## src/rtl/bram_pkg.sv

```systemverilog
// Shared types and default geometry for the banked BRAM block and its writer/reader.
package bram_pkg;
  localparam int BRAM_ADDR_WIDTH_DEF = 10;
  localparam int BANK_DATA_WIDTH_DEF = 8;
  localparam int BANK_CNT_DEF        = 4;

  typedef enum logic [2:0] {IDLE, RD, LATCH, EMIT, FIN} rd_state_e;
endpackage

```

## src/rtl/lane_serializer.sv

```systemverilog
// Word buffer plus lane counter driving a byte-wide valid/ready output register.
module lane_serializer #(
  parameter int BANK_DATA_WIDTH = 8,
  parameter int BANK_CNT        = 4,
  parameter int LANE_IDX_WIDTH  = 2
)(
  input  logic                                clock,
  input  logic                                reset,
  input  logic                                load,
  input  logic                                last_word,
  input  logic [BANK_CNT*BANK_DATA_WIDTH-1:0] word_in,
  input  logic                                out_ready,
  output logic [BANK_DATA_WIDTH-1:0]          out_data,
  output logic                                out_valid,
  output logic                                out_last,
  output logic                                word_end
);
  logic [BANK_CNT-1:0][BANK_DATA_WIDTH-1:0] wbuf_q;
  logic [LANE_IDX_WIDTH-1:0]                lane_q, lane_nxt;
  logic [BANK_DATA_WIDTH-1:0]               data_q;
  logic                                     valid_q, last_q, fire, at_end;

  assign fire     = valid_q & out_ready;
  assign at_end   = (lane_q == LANE_IDX_WIDTH'(BANK_CNT-1));
  assign lane_nxt = lane_q + 1'b1;
  assign word_end = fire & at_end;

  always_ff @(posedge clock or posedge reset) begin
    if (reset) begin
      wbuf_q  <= '0;
      lane_q  <= '0;
      data_q  <= '0;
      valid_q <= 1'b0;
      last_q  <= 1'b0;
    end else if (load) begin
      wbuf_q  <= word_in;
      lane_q  <= '0;
      data_q  <= word_in[BANK_DATA_WIDTH-1:0];
      valid_q <= 1'b1;
      last_q  <= last_word && (BANK_CNT == 1);
    end else if (fire) begin
      // data is left in place when the word drains; only valid drops
      if (at_end) begin
        valid_q <= 1'b0;
        last_q  <= 1'b0;
      end else begin
        lane_q <= lane_nxt;
        data_q <= wbuf_q[lane_nxt];
        last_q <= last_word && (lane_nxt == LANE_IDX_WIDTH'(BANK_CNT-1));
      end
    end
  end

  assign out_data  = data_q;
  assign out_valid = valid_q;
  assign out_last  = last_q;
endmodule

```

## src/rtl/bram_block_reader.sv

```systemverilog
// Reads a run of wide BRAM words and streams them out one bank lane per beat.
module bram_block_reader import bram_pkg::*; #(
  parameter int BRAM_ADDR_WIDTH = BRAM_ADDR_WIDTH_DEF,
  parameter int BANK_DATA_WIDTH = BANK_DATA_WIDTH_DEF,
  parameter int BANK_CNT        = BANK_CNT_DEF,
  parameter int LANE_IDX_WIDTH  = (BANK_CNT > 1) ? $clog2(BANK_CNT) : 1
)(
  input  logic                                clock,
  input  logic                                reset,
  input  logic                                start,
  input  logic [BRAM_ADDR_WIDTH-1:0]          base_addr,
  input  logic [BRAM_ADDR_WIDTH:0]            word_cnt,
  output logic                                busy,
  output logic                                done,
  output logic [BRAM_ADDR_WIDTH-1:0]          rd_addr,
  input  logic [BANK_CNT*BANK_DATA_WIDTH-1:0] rd_data,
  output logic [BANK_DATA_WIDTH-1:0]          out_data,
  output logic                                out_valid,
  input  logic                                out_ready,
  output logic                                out_last
);
  rd_state_e                  state_q, state_d;
  logic [BRAM_ADDR_WIDTH-1:0] rd_addr_q, rd_addr_d;
  logic [BRAM_ADDR_WIDTH:0]   remain_q, remain_d;
  logic                       load, last_word, word_end;

  assign last_word = (remain_q == (BRAM_ADDR_WIDTH+1)'(1));

  always_comb begin
    state_d   = state_q;
    rd_addr_d = rd_addr_q;
    remain_d  = remain_q;
    load      = 1'b0;
    case (state_q)
      IDLE: if (start) begin
        if (word_cnt != '0) begin
          rd_addr_d = base_addr;
          remain_d  = word_cnt;
          state_d   = RD;
        end else begin
          state_d = FIN;
        end
      end
      RD:    state_d = LATCH;
      LATCH: begin
        load    = 1'b1;
        state_d = EMIT;
      end
      EMIT: if (word_end) begin
        if (last_word) begin
          state_d = FIN;
        end else begin
          rd_addr_d = rd_addr_q + 1'b1;
          remain_d  = remain_q - 1'b1;
          state_d   = RD;
        end
      end
      FIN:     state_d = IDLE;
      default: state_d = IDLE;
    endcase
  end

  always_ff @(posedge clock or posedge reset) begin
    if (reset) begin
      state_q   <= IDLE;
      rd_addr_q <= '0;
      remain_q  <= '0;
    end else begin
      state_q   <= state_d;
      rd_addr_q <= rd_addr_d;
      remain_q  <= remain_d;
    end
  end

  lane_serializer #(
    .BANK_DATA_WIDTH(BANK_DATA_WIDTH),
    .BANK_CNT       (BANK_CNT),
    .LANE_IDX_WIDTH (LANE_IDX_WIDTH)
  ) u_ser (
    .clock    (clock),
    .reset    (reset),
    .load     (load),
    .last_word(last_word),
    .word_in  (rd_data),
    .out_ready(out_ready),
    .out_data (out_data),
    .out_valid(out_valid),
    .out_last (out_last),
    .word_end (word_end)
  );

  assign busy    = (state_q != IDLE);
  assign done    = (state_q == FIN);
  assign rd_addr = rd_addr_q;
endmodule

```

## config.mk

```make
export PLATFORM = sky130hd
export DESIGN_NAME = bram_block_reader
export DESIGN_NICKNAME = d
export VERILOG_FILES = /design/src/rtl/bram_pkg.sv /design/src/rtl/lane_serializer.sv /design/src/rtl/bram_block_reader.sv
export SDC_FILE = /design/constraint.sdc
export NUM_CORES = 1
export LEC_CHECK = 0
export CAP_MARGIN = 30
export CELL_PAD_IN_SITES_DETAIL_PLACEMENT = 0
export CELL_PAD_IN_SITES_GLOBAL_PLACEMENT = 1
export CORE_ASPECT_RATIO = 2
export CORE_MARGIN = 2
export CORE_UTILIZATION = 40
export DETAILED_ROUTE_END_ITERATION = 8
export PLACE_DENSITY_LB_ADDON = 0.1
export SYNTH_ARGS = -nofsm -noshare
export SYNTH_HDL_FRONTEND = slang
export SYNTH_HIERARCHICAL = 1
export SYNTH_SLANG_ARGS = --single-unit
```

## constraint.sdc

```tcl
create_clock -name clock -period 2.38 [get_ports clock]
set_input_delay 0.476 -clock clock [delete_from_list [all_inputs] [get_ports clock]]
set_output_delay 0.476 -clock clock [all_outputs]
set_load 0.1 [all_outputs]
```

Word-level counts from Yosys, hierarchy flattened:

Index checks and enable logic that the tools add are counted.

* bitwise operators: 2
* add/sub/neg operators: 3
* div/mod/pow operators: 0
* shift operators: 0
* muxes and demuxes: 30
* magnitude comparators: 1
* multipliers: 0
* equality and inequality tests: 12
* reductions and logical operators: 11

Operators with widths (number)
* 2-to-1 mux 11 bit: 4
* 2-to-1 mux 10 bit: 4
* 2-to-1 mux 8 bit: 4
* case mux 11 bit (2 select lines): 1
* case mux 10 bit (2 select lines): 1
* binary-select mux 8 bit (select 2 bit): 1
* 2-to-1 mux 3 bit: 4
* case mux 3 bit (4 select lines): 1
* == test 11 x 1 -> 1 bit, second input constant: 1
* nonzero test 11 bit: 1
* subtractor 11 x 1 -> 11 bit, second input constant: 1
* adder 10 x 1 -> 10 bit, second input constant: 1
* inequality test 2 bit, second input constant: 4
* 2-to-1 mux 1 bit: 7
* == test 3 x 2 -> 1 bit, second input constant: 2
* 2-to-1 mux 2 bit: 3
* AND reduction 2 bit: 3
* nonzero test 2 bit: 3
* AND reduction 5 bit: 1
* == test 2 bit, second input constant: 2
* == test 3 x 1 -> 1 bit, second input constant: 1
* == test 3 bit, second input constant: 1
* logical NOT 3 bit: 1
* less-than comparator 2 x 3 -> 1 bit, second input constant: 1
* other kinds (5): 6

* memories: 0
* register bits after elaboration: 68
* bits in latches: 0
* memory bits (read-only): 0
* RAM bits: 0

Logic depth before layout (Yosys ltp):

Gate-level depths: netlist (run 1).

* depth after elaboration: 6
* depth in mapped cells: 8
* mapped depth without buffers: 7

Modules after synthesis:

Netlist (run 1), hierarchy kept.

By module, submodules not included
* lane_serializer: cells each 146, area an instance 1985.7 um^2, instances 1, sequential area each 1101.1 um^2
* bram_block_reader: cells each 187, area an instance 1637.8 um^2, instances 1, sequential area each 600.6 um^2

Worst setup path after synthesis (run 1):

No wires, ideal clock.

* path kind: register to output
* start point: register state_q[0]
* end point: output done
* required time: 1.904 ns
* slack: -0.826 ns
* arrival: 2.730 ns
* cell stages (with the launch flop): 3
* cells stage by stage: dfrtp_1 buf_2 nor3b_1

* cells in the longest elaborated chain, start to end: 1

RTL lines
* from (decl): line bram_block_reader.sv:22 `rd_state_e state_q, state_d;`
* from (signal assigned): line bram_block_reader.sv:69 `state_q <= state_d;`
* == test 3 bit: line bram_block_reader.sv:93 `assign done = (state_q == FIN);`
* to (decl): line bram_block_reader.sv:14 `output logic done,`

Every way passes these cells.

Final worst setup path (run 1):

* start point: register remain_q[0]
* end point: register remain_q[8]

* cells in the longest elaborated chain, start to end: 4

RTL lines
* from (decl): line bram_block_reader.sv:24 `logic [BRAM_ADDR_WIDTH:0] remain_q, remain_d;`
* from (signal assigned): line bram_block_reader.sv:71 `remain_q <= remain_d;`
* subtractor 11 x 1 -> 11 bit: line bram_block_reader.sv:54 `remain_d = remain_q - 1'b1;`
* 2-to-1 mux 11 bit: line bram_block_reader.sv:50 `if (last_word) begin`
* 2-to-1 mux 11 bit: line bram_block_reader.sv:49 `EMIT: if (word_end) begin`
* case mux 11 bit (2 select lines): line bram_block_reader.sv:34 `case (state_q)`

Parallel ways exist; a longest one is shown, timed or not. The select of a mux whose other input is x is not followed.
A chain may end at the register's enable or synchronous reset.

==> results of run 1 <==
per-layer routing:
layer  GRT usage [%]  vias to the layer above  wire length [µm]  share of wire, %
met3            3.71                       17               360               4.0
met1            22.3                     1452              3360                38
met2            33.6                       79              4940                56
met5               0                        -                 0                 0
li1                -                     1414                 -                 -
met4            9.04                        0               231               2.6
cell usage after synthesis, drive strengths merged (2+ instances only):
cell type | count | share of area, %
mux2 | 39 | 12
nor2 | 7 | 0.73
and3b | 2 | 0.48
nor3 | 5 | 0.69
or3 | 4 | 0.73
and3 | 4 | 0.69
a31oi | 6 | 1.0
o2bb2ai | 2 | 0.48
nand2 | 31 | 3.2
nand4 | 7 | 1.2
nor2b | 9 | 1.6
nand3 | 6 | 0.83
o21ai | 16 | 2.2
and4 | 2 | 0.48
a22o | 2 | 0.48
o32ai | 3 | 0.73
o41ai | 2 | 0.48
xnor2 | 3 | 0.73
nand3b | 2 | 0.41
buf | 13 | 2.3
dfrtp | 68 | 47
inv | 10 | 1.0
a21oi | 31 | 4.3
a21o | 2 | 0.41
mux4 | 8 | 5.0
nor4 | 5 | 1.2
or4 | 2 | 0.52
o31ai | 2 | 0.41
clkbuf | 11 | 1.1
ha | 6 | 2.1
a2111oi | 2 | 0.48
a41o | 3 | 0.83
or2 | 2 | 0.35
a41oi | 8 | 1.9
where the power goes:
group / switching [µW] / internal (µW) / leakage, µW
combinational: 1900 / 1350 / 0.00107
sequential: 417 / 1660 / 0.000848
clock: 491 / 810 / 0.000142
through the flow:
stage               cells  power, µW  util [%]  instance area, µm²  setup WS (ps)
floorplan             333       4570         -                3630           76.4
global placement      507       5320      50.9                4520            134
detailed placement    507       5370      50.9                4520            125
CTS                   523       6700      54.2                4810            276
global route          523       7050      54.2                4810            212
finish                523       6640      54.2                4810            269
flip-flops by register name (all words and copies together), names as in the netlist:
register	count
remain_q	11
rd_addr	10
u_ser/out_data	8
state_q	3
u_ser/out_valid	1
u_ser/out_last	1
u_ser/lane_q	2
u_ser/wbuf_q	32
logic make-up (layout without fill, tap and decap cells):
| family | Yosys count | after routing |
|---|---|---|
| buffers and inverters | 34 | 122 |
| and+or+nand+nor | 92 | 92 |
| DFF | 68 | 68 |
| adders and majority gates | 6 | 6 |
| AOI/OAI and AO/OA | 83 | 83 |
| muxes | 47 | 47 |
| xor gates and xnor gates | 3 | 3 |
how the worst max path moves through the flow:
stage | start | endpoint | slack (ps) | cells past startpoint
after floorplan | u_ser/out_valid | rd_addr[2] | 80 | 5
after global placement | out_ready | remain_q[9] | 130 | 6
after detailed placement | out_ready | remain_q[2] | 130 | 6
after CTS | remain_q[0] | remain_q[8] | 280 | 6
after global routing | state_q[0] | busy | 210 | 3
final | remain_q[0] | remain_q[8] | 270 | 6
area by class of cell:
type,instances,area [µm²],area share (%)
clock buffer,10,229,4.76
inverter,10,37.5,0.780
timing repair buffer,96,886,18.4
tap,102,128,2.65
clock inverter,6,65.1,1.35
multi-input combinational,231,1770,36.7
sequential,68,1700,35.3
worst max-delay path: cells and delay by family (launching register included):
family                   cells  cell delay (ps)
AO/OA/AOI/OAI                3              520
buffers and inverters        1              140
AND/OR/NAND/NOR              1              700
adder cells (fa/ha/maj)      1              250
flip-flops                   1              410
==> impl_metrics.json, run 1 <==
{
  "die_x_um": 71.3,
  "synthSimpleGateAreaFrac_pct": 14.0,
  "rr_startpoint": "remain_q[0]",
  "drive_gt1_share_pct": 26.6,
  "syn_area_per_cell_um2": 10.9,
  "gp_congestion": 0.841,
  "tns_ps": 0,
  "criticalPathCategory": "reg -> reg",
  "final_antenna_net_count": 0,
  "end_kind": "register",
  "peakVddDrop_mv": 0.643,
  "dieArea_um2": 9880,
  "final_cell_mix": "68 x dfrtp_1, 56 x clkdlybuf4s50_1, 39 x mux2_2",
  "die_y_um": 139,
  "drt-total-wl_mm": 8.90,
  "layout_commonest_cell": "dfrtp_1",
  "rsz0062_at_grt": "no",
  "grt_max_degree": 53,
  "p_leak_uw": 0.00206,
  "grt_overflow": 0,
  "synthMuxAreaShare_pct": 17.1,
  "powerDensity_nw_per_um2": 1380,
  "crit_fanout": 5,
  "fin_worst_skew_ps": 6.00,
  "clk_path_buf_depth": 2,
  "required_ps": 2620,
  "port_buffers": 78,
  "max_stage_delay_ps": 700,
  "grt_pass1_wl_mm": 15.1,
  "synth_top_family_by_area": "multiplexers",
  "drv_cap": 0,
  "finalSetupViolCount": 0,
  "synthArstFlopShare_pct": 100,
  "core_um2": 8890,
  "start_util_pct": 40.8,
  "finalHoldViolations": 0,
  "post-route-drc-count": 0,
  "finalCritPeriodShare_pct": 88.7,
  "synth.distinct_cells": 49,
  "synth-xor-area-share_pct": 0.725,
  "vias": 2962,
  "cts_hold_buf": 0,
  "hp-class": "in -> async",
  "grt_pass1_vias": 3043,
  "fmax_mhz": 474,
  "arrival_ps": 2350,
  "status": "finished, final reports clean",
  "maxSlewHeadroom_pct": 67.6,
  "path_cells": "inv_1 -> ha_1 -> or4b_2 -> o21ai_0 -> a41oi_1 -> a21oi_1",
  "ff2ff_setup_slack_ps": 270,
  "synthFlopType": "dfrtp_1",
  "routedWlPerCell_um": 17.0,
  "rr_worst_depth": 6,
  "clock-sinks": 68,
  "synth_fa_ha_area_share_pct": 2.07,
  "synth_cells": 333,
  "ctsResizeCount": 0,
  "clockRootBuffer": "clkbuf_16",
  "hpwl_mm": 6.60,
  "startpoint_type": "register",
  "reg2reg_to": "remain_q[8]",
  "yosysSeqAreaShare_pct": 47.0,
  "post_cts_buffers": 0,
  "synth_edf_count": 0,
  "whs_ps": 449,
  "drtIter0Drc": 194,
  "cts_tree": "yes",
  "yosys_warnings": 6,
  "ios": 79,
  "placementRows": 49,
  "syn_area_um2": 3620,
  "clk_pin_slew_ps": 60,
  "area_delta_synth_final_pct": 32.9,
  "antenna_found_initial": 0,
  "diodes": 0,
  "fillCellCount": 798,
  "syn_nets": 396,
  "clock_latency_ps": 330,
  "finalNetCount": 479,
  "dr.pass1.iters": 4,
  "tightest_slew_ps": 485,
  "maxSlewViolCount": 0,
  "synth_compound_area_share_pct": 14.6,
  "numCtsBuffers": 9,
  "grt_util_all_layers_pct": 19.3,
  "slowest_stage": "or4b_2",
  "min_period_ps": 2110,
  "viasPerCell": 5.66,
  "ys_ff_latch": 68,
  "cts.htree.levels": 3
}
(Power assumes the default switching activity.)
==> run 2: changes to the inputs <==
--- a/config.mk
+++ b/config.mk
@@ -6,13 +6,11 @@
 export NUM_CORES = 1
 export LEC_CHECK = 0
 export CAP_MARGIN = 30
-export CELL_PAD_IN_SITES_DETAIL_PLACEMENT = 0
-export CELL_PAD_IN_SITES_GLOBAL_PLACEMENT = 1
 export CORE_ASPECT_RATIO = 2
 export CORE_MARGIN = 2
-export CORE_UTILIZATION = 40
+export CORE_UTILIZATION = 51
 export DETAILED_ROUTE_END_ITERATION = 8
-export PLACE_DENSITY_LB_ADDON = 0.1
+export PLACE_DENSITY = 0.8
 export SYNTH_ARGS = -nofsm -noshare
 export SYNTH_HDL_FRONTEND = slang
 export SYNTH_HIERARCHICAL = 1
==> constraint.sdc (replaced) <==
create_clock -name clock -period 2.38 [get_ports clock]
set_input_delay 0.476 -clock clock [delete_from_list [all_inputs] [get_ports clock]]
set_output_delay 0.476 -clock clock [all_outputs]
set_load 0.01 [all_outputs]
==> run 2 against run 1 <==
  * Global-route usage grew 5.3 points
  * Setup slack lost 140 ps
  * Final area grew 1.5%
  * Die area shrank 21%
  * Worst hold slack gained 55 ps
  * Routed wire length grew 0.82%
  * Sequential power is essentially flat
  * Clock skew grew 0.67 ps
  * Cell count shrank 2.5%
  * Utilization grew 17 points
  * Largest power group unchanged
  * Critical endpoint is now busy
  * Highest routed layer unchanged
  * Clock-buffer cell count is the same
==> impl_metrics.json, run 2 (synthesis gave the netlist of run 1 again) <==
{
  "finalNetCount": 478,
  "numCtsBuffers": 9,
  "post_cts_buffers": 0,
  "clockRootBuffer": "clkbuf_16",
  "diodes": 0,
  "largest_reg_flops": 32,
  "dr.pass1.iters": 4,
  "arrival_ps": 1780,
  "port_buffers": 78,
  "die_y_um": 123,
  "ff2ff_setup_slack_ps": 260,
  "p_leak_uw": 0.00204,
  "regMostFlops": "u_ser/wbuf_q",
  "tightest_slew_ps": 612,
  "final_antenna_net_count": 0,
  "fmax_mhz": 444,
  "fin_cells": 510,
  "rsz0062_at_grt": "no",
  "crit_fanout": 11,
  "drive_gt1_share_pct": 21.0,
  "dp_slack_ps": -25.2,
  "grt_pass1_wl_mm": 14.6,
  "maxSlewHeadroom_pct": 59.2,
  "min_period_ps": 2250,
  "required_ps": 1900,
  "criticalPathCategory": "reg -> out",
  "ctsResizeCount": 0,
  "maxSlewViolCount": 0,
  "cts_tree": "yes",
  "grt_max_degree": 53,
  "fillCellCount": 541,
  "viasPerCell": 5.88,
  "drt-total-wl_mm": 8.97,
  "die_x_um": 63.6,
  "finalCritPeriodShare_pct": 94.7,
  "drv_cap": 0,
  "start_util_pct": 52.6,
  "hpwl_mm": 6.65,
  "clk_pin_slew_ps": 50,
  "post-place-cells": 494,
  "grt_pass1_vias": 3099,
  "tns_ps": 0,
  "powerDensity_nw_per_um2": 1250,
  "grt_overflow": 0,
  "clock_latency_ps": 330,
  "finalSetupViolCount": 0,
  "cts_hold_buf": 0,
  "startpoint_type": "register",
  "register_area_um2": 1700,
  "peakVddDrop_mv": 0.931,
  "fin_worst_skew_ps": 6.68,
  "totalPowerFinal_uw": 6120,
  "layout_commonest_cell": "clkdlybuf4s50_1",
  "fin_ws_ps": 126,
  "clk_path_buf_depth": 2,
  "post-route-drc-count": 0,
  "final_cell_mix": "78 x clkdlybuf4s50_1, 68 x dfrtp_1, 39 x mux2_2",
  "hp-class": "reg -> reg",
  "core_um2": 6890,
  "antenna_found_initial": 0,
  "drtIter0Drc": 243,
  "routedWlPerCell_um": 17.6,
  "vias": 3001,
  "grt_util_all_layers_pct": 24.6,
  "ios": 79,
  "gp_congestion": 0.942,
  "clock-sinks": 68,
  "end_kind": "primary output",
  "multiInputGateArea_um2": 1760,
  "dieArea_um2": 7840,
  "area_delta_synth_final_pct": 34.8,
  "utilization_pct": 70.9,
  "placementRows": 43,
  "cts.htree.levels": 3,
  "status": "finished, final reports clean",
  "finalHoldViolations": 0
}
-- run 2: metal layers --
layer / vias up / global-route usage [%] / routed length (µm)
met2: 125 / 46.4 / 5050
li1: 1404 / - / -
met5: - / 0 / 0
met1: 1447 / 24.4 / 3100
met4: 0 / 12.9 / 307
met3: 25 / 6.01 / 512
-- run 2: where the power goes --
part	internal, µW	leakage (µW)	switching, µW
clock	1050	0.000169	495
sequential	1660	0.000848	410
combinational	1390	0.00102	1110
-- run 2: worst max-delay path, stage by stage (launching register included) --
cell             delay, ps
dfrtp_1                490
nor3_1                 300
buf_4                  160
inv_1                   30
clkdlybuf4s50_1        460
-- run 2: area by class of cell --
type	instances	share of cell area, %
Tap cell	90	2.30
Multi-Input combinational cell	231	36.1
Sequential cell	68	34.8
Timing Repair Buffer	95	18.8
Clock inverter	6	2.28
Clock buffer	10	4.89
Inverter	10	0.768
-- run 2: metrics by stage --
stage	hold slack, ps	area, µm²
2_1_floorplan	475	3620
3_3_place_gp	485	4540
3_5_place_dp	492	4540
4_1_cts	505	4890
5_1_grt	520	4890
6_report	504	4890
-- run 2: worst paths after layout --
path                             startpoint          endpoint  cells after the start
min in group asynchronous             reset       remain_q[0]                      3
setup reg to reg                remain_q[0]       remain_q[8]                      5
hold / removal             u_ser/wbuf_q[19]  u_ser/wbuf_q[19]                      1
setup / recovery                 state_q[0]              busy                      4
max in group asynchronous             reset  u_ser/wbuf_q[28]                      3
hold reg to reg            u_ser/wbuf_q[19]  u_ser/wbuf_q[19]                      1
==> run 3: changes to the inputs <==
--- a/config.mk
+++ b/config.mk
@@ -5,6 +5,7 @@
 export SDC_FILE = /design/constraint.sdc
 export NUM_CORES = 1
 export LEC_CHECK = 0
+export ABC_CLOCK_PERIOD_IN_PS = 2380
 export CAP_MARGIN = 30
 export CORE_ASPECT_RATIO = 2
 export CORE_MARGIN = 2
==> results of run 3 <==
The final DEF is identical to that of run 2; final timing and power are the same.
